$ cat src/rtl/checker_pkg.sv
// ---------------------------------------------------------------------------
// checker_pkg: shared types for the store-sequence checker.
// Rev 1.0
// ---------------------------------------------------------------------------
`default_nettype none

package checker_pkg;

  typedef enum logic [1:0] {
    IDLE = 2'd0,
    RUN  = 2'd1,
    PASS = 2'd2,
    FAIL = 2'd3
  } state_t;

  typedef enum logic [1:0] {
    FC_NONE     = 2'd0,
    FC_MISMATCH = 2'd1,
    FC_TIMEOUT  = 2'd2,
    FC_EMPTY    = 2'd3
  } fail_code_t;

  // Counter must hold 0..DEPTH inclusive.
  function automatic int cnt_width(input int depth);
    return $clog2(depth) + 1;
  endfunction

endpackage

`default_nettype wire

$ cat src/rtl/checker_exp_table.sv
// ---------------------------------------------------------------------------
// checker_exp_table: expected (address, data) table with fill count.
// Rev 1.0
// ---------------------------------------------------------------------------
`default_nettype none

module checker_exp_table
  import checker_pkg::*;
#(
  parameter int ADDR_W = 32,
  parameter int DATA_W = 32,
  parameter int DEPTH  = 8,
  parameter int IDX_W  = $clog2(DEPTH),
  parameter int CNT_W  = cnt_width(DEPTH)
) (
  input  logic              clk,
  input  logic              reset,
  input  logic              clr_i,
  input  logic              we_i,
  input  logic [ADDR_W-1:0] wr_addr_i,
  input  logic [DATA_W-1:0] wr_data_i,
  input  logic [IDX_W-1:0]  rd_idx_i,
  output logic [ADDR_W-1:0] rd_addr_o,
  output logic [DATA_W-1:0] rd_data_o,
  output logic [CNT_W-1:0]  count_o,
  output logic              full_o
);

  logic [ADDR_W-1:0] addr_q [DEPTH];
  logic [DATA_W-1:0] data_q [DEPTH];
  logic [CNT_W-1:0]  count_q;
  logic              w_push;

  assign full_o  = (count_q == CNT_W'(DEPTH));
  assign w_push  = we_i && !full_o;
  assign count_o = count_q;

  always_ff @(posedge clk) begin
    if (reset || clr_i) begin
      count_q <= '0;
    end else if (w_push) begin
      count_q <= count_q + CNT_W'(1);
    end
  end

  // Entry storage needs no reset: only indices below count_q are ever read.
  always_ff @(posedge clk) begin
    if (w_push) begin
      addr_q[count_q[IDX_W-1:0]] <= wr_addr_i;
      data_q[count_q[IDX_W-1:0]] <= wr_data_i;
    end
  end

  assign rd_addr_o = addr_q[rd_idx_i];
  assign rd_data_o = data_q[rd_idx_i];

endmodule

`default_nettype wire

$ cat config.mk
export PLATFORM = sky130hd
export DESIGN_NAME = checker_exp_table
export DESIGN_NICKNAME = d
export VERILOG_FILES = /design/src/rtl/checker_pkg.sv /design/src/rtl/checker_exp_table.sv
export SDC_FILE = /design/constraint.sdc
export NUM_CORES = 1
export LEC_CHECK = 0
export ABC_CLOCK_PERIOD_IN_PS = 6600
export CAP_MARGIN = 20
export CORE_MARGIN = 10
export CORE_UTILIZATION = 55
export CTS_BUF_LIST = sky130_fd_sc_hd__clkbuf_8
export DETAILED_ROUTE_END_ITERATION = 6
export PLACE_DENSITY = 0.85
export SLEW_MARGIN = 0
export SYNTH_ARGS = -nofsm -noshare
export SYNTH_HDL_FRONTEND = slang
export SYNTH_SLANG_ARGS = --single-unit
$ cat constraint.sdc
create_clock -name clk -period 6.6 [get_ports clk]
set_clock_uncertainty 0.2 [all_clocks]
set_input_delay 1.65 -clock clk [delete_from_list [all_inputs] [get_ports clk]]
set_output_delay 1.65 -clock clk [all_outputs]
set_load 0.01 [all_outputs]
==> results of run 1 <==
[synthesized netlist by cell type, drive strengths merged]
cell type  number  area [um^2]
and3b           1         8.76
or3             2         12.5
o21ai           2         10.0
nor2            7         26.3
nor3            2         10.0
mux2           64          721
edfxtp        512        15400
a21boi          2         15.0
nand3b          1         7.51
buf            26          199
clkbuf          9         33.8
ha              2         25.0
dfxtp           4         80.1
mux4          128         2880
mux2i           2         20.0
inv             2         7.51
nand2          11         41.3
[power by group through the flow]
stage | clock, W | sequential, W | combinational, W
2_1_floorplan | 0 | 0.00373 | 0.000205
3_3_place_gp | 0 | 0.00372 | 0.000395
3_5_place_dp | 0 | 0.00373 | 0.000404
4_1_cts | 0.00233 | 0.00366 | 0.000407
5_1_grt | 0.00248 | 0.00366 | 0.000427
6_report | 0.00227 | 0.00366 | 0.000398
[sequential cells by signal (all words and copies together) (netlist names)]
register	flops
addr_q	256
count_o	4
data_q	256
[worst max-delay path by stage]
| stage | startpoint | to | slack, ns | cells past startpoint |
|---|---|---|---|---|
| 6_report | rd_idx_i[0] | rd_addr_o[20] | 0.99 | 5 |
| 5_1_grt | rd_idx_i[0] | rd_addr_o[20] | 0.86 | 5 |
| 4_1_cts | rd_idx_i[0] | rd_addr_o[20] | 0.95 | 5 |
| 3_5_place_dp | rd_idx_i[0] | rd_addr_o[20] | 0.96 | 5 |
| 3_3_place_gp | rd_idx_i[0] | rd_addr_o[27] | 0.97 | 5 |
| 2_1_floorplan | we_i | addr_q[1][0] | 1.43 | 2 |
[critical path: stages]
cell	delay (ns)
sky130_fd_sc_hd__clkbuf_8	0.32
sky130_fd_sc_hd__buf_12	0.37
sky130_fd_sc_hd__mux4_2	0.56
sky130_fd_sc_hd__mux2_2	0.31
sky130_fd_sc_hd__clkdlybuf4s50_1	0.50
[through the flow]
| step | power (W) | hold slack [ns] |
|---|---|---|
| after global routing | 0.00657 | 0.385 |
| final | 0.00632 | 0.325 |
| after floorplan | 0.00393 | 0.329 |
| after global placement | 0.00412 | 0.308 |
| after CTS | 0.00639 | 0.330 |
| after detailed placement | 0.00413 | 0.321 |
[cells by family after synthesis]
logic type / Yosys count / share of synthesized area [%]
muxes: 194 / 18.6
and+or+nand+nor: 24 / 0.546
AOI/OAI and AO/OA: 4 / 0.128
DFF: 516 / 79.4
adders and majority gates: 2 / 0.128
buffers and inverters: 37 / 1.23
[area by class of cell]
type,count,area [um^2],area share (%)
antenna,2,5.00,0.0219
multi-input combinational,224,3850,16.8
timing repair buffer,160,1650,7.21
sequential,516,15500,67.5
clock inverter,61,270,1.18
inverter,2,7.51,0.0328
clock buffer,79,1090,4.75
tap,455,569,2.49
[metal layers]
metal  wire (um)  vias to the layer above  GRT usage (%)
li1            -                     3771              -
met2       18600                      298           27.8
met1       15600                     4649           23.0
met3        2880                       48           4.90
met5          58                        -              0
met4         412                        8           4.43
==> metrics, run 1 <==
overall die area=43300 um^2; number of stages on the worst hold path=2; placed cell areas=about 22000 um^2; count of instances resized after the clock tree is built=0; most common cell after layout, fill and taps aside=sky130_fd_sc_hd__edfxtp_1; outcome=finished clean; post-synthesis instance area=a little under 20000 um^2; Post-Route WL=about 38000 um; wire length per cell after detailed routing=25.0 um; worst-skew pair later-pin latency=0.60 ns; number of distinct standard cells referenced by the synthesized netlist=20; overflow left after global routing=0; Remaining DRCs=0; number of inserted filler cells in the final layout=~2.2k; Detailed Route Iter0 Violations=656; class of the tightest hold or removal check=flop to flop; proportion of layout cells with a drive suffix above 1=a little under a third; Worst setup EP type=output pin; overall global routing resource usage=approximately 17%; critical path launch point type=primary input; minimum setup slack in the final design=about 1 ns; clk root buf=sky130_fd_sc_hd__clkbuf_8; initial antenna violation count=5; IO Count=140; final-report hold violation count=0; final cell area excluding filler cells=around 23000 um^2; max-slew headroom at the worst pin=between 20% and 30%; period utilisation layout=85.1%; half-perimeter wire length after detailed placement=around 21000 um; combinational power share=about 6.3%; clock network fraction of total power=between 30% and 40%; routed via count divided by cell count=between 5 and 6; arrival time reported for the critical path endpoint=between 3 and 4 ns; TritonCTS clock tree=built; number of global-route vias before repair=between 9k and 10k; starting density of the core=between 50% and 60%; count of maximum capacitance violations=0; final estimated routing congestion in global placement=roughly 0.72; switching share of power=a little over a fifth; maximum buffer depth of the clock tree=3; switching power summed over all nets=around 0.0013 W; unrepaired setup endpoints after global routing=false; TritonCTS buffer count=79; required arrival time at the worst endpoint=4.75 ns; Reg2Reg Launch Point=count_o[0]; clock transition at the registers of the reported paths=roughly 0.05 ns; Worst Reg-to-Reg Cells=6; global-route wire length before repair=57700 um; flop-to-flop setup slack=approximately 3.5 ns; drt first pass iters=4; Warnings, synthesis=0; vertical extent of the die=208 um; post-synthesis register bit count=roughly 520; Area Overhead vs Synth=17.6%; Non-Filler Instances=between 1k and 1.5k; H-Tree Level Count=3; type of the worst setup path=primary input to output pin; maximum ir drop on the vdd rail=around 0.16 mV; number of rows created at floorplan=~70; core region area=34700 um^2; ratio of total power to cell area=276 nW/um^2; summed negative setup slack over all endpoints=0 ns; pre-CTS WS=roughly 0.96 ns; max-slew violation total from the final report=0; measured slew at the worst slew-check pin=between 1 and 1.5 ns; hold_buf cts=0; register share of total power=around 58%; start point of the worst hold path=count_o[3]; setup bufs post-CTS=0; total number of vias=~8.8k; cell leakage power=7.30 nW; part of the Yosys area used for sequential elements=roughly four fifths; Worst Hold Path EP=count_o[3]; minimum clock period after layout=around 5.6 ns; maximum number of pins on one net before global-route repair=65; commonest cells after routing, fill and taps aside=sky130_fd_sc_hd__edfxtp_1 (512), sky130_fd_sc_hd__clkdlybuf4s50_1 (136), sky130_fd_sc_hd__mux4_2 (128); end of the worst register-to-register path=data_q[3][3]; net count after synthesis=850; highest net fanout along the worst path=44; final number of setup-violating endpoints=0; maximum achievable frequency=178 MHz; Avg Inst Size Synth=roughly 25 um^2; final core utilization=between 60% and 70%; Placed Cells incl. Taps=approximately 1.4k; number of nets in the layout=between 1k and 1.5k; antenna-violating nets left=0; Int Power=approximately 0.005 W; width of the die=208 um; number of clock sinks=between 500 and 600; count of port buffers added during placement=between 100 and 150; number of cells produced by synthesis=777
No activity file was read; power rests on OpenSTA's default activity.
==> run 2, diff against run 1 <==
ABC_AREA = 0   (was unset)
==> results of run 2 <==
Final layout, timing and power as in run 1 (identical DEF).
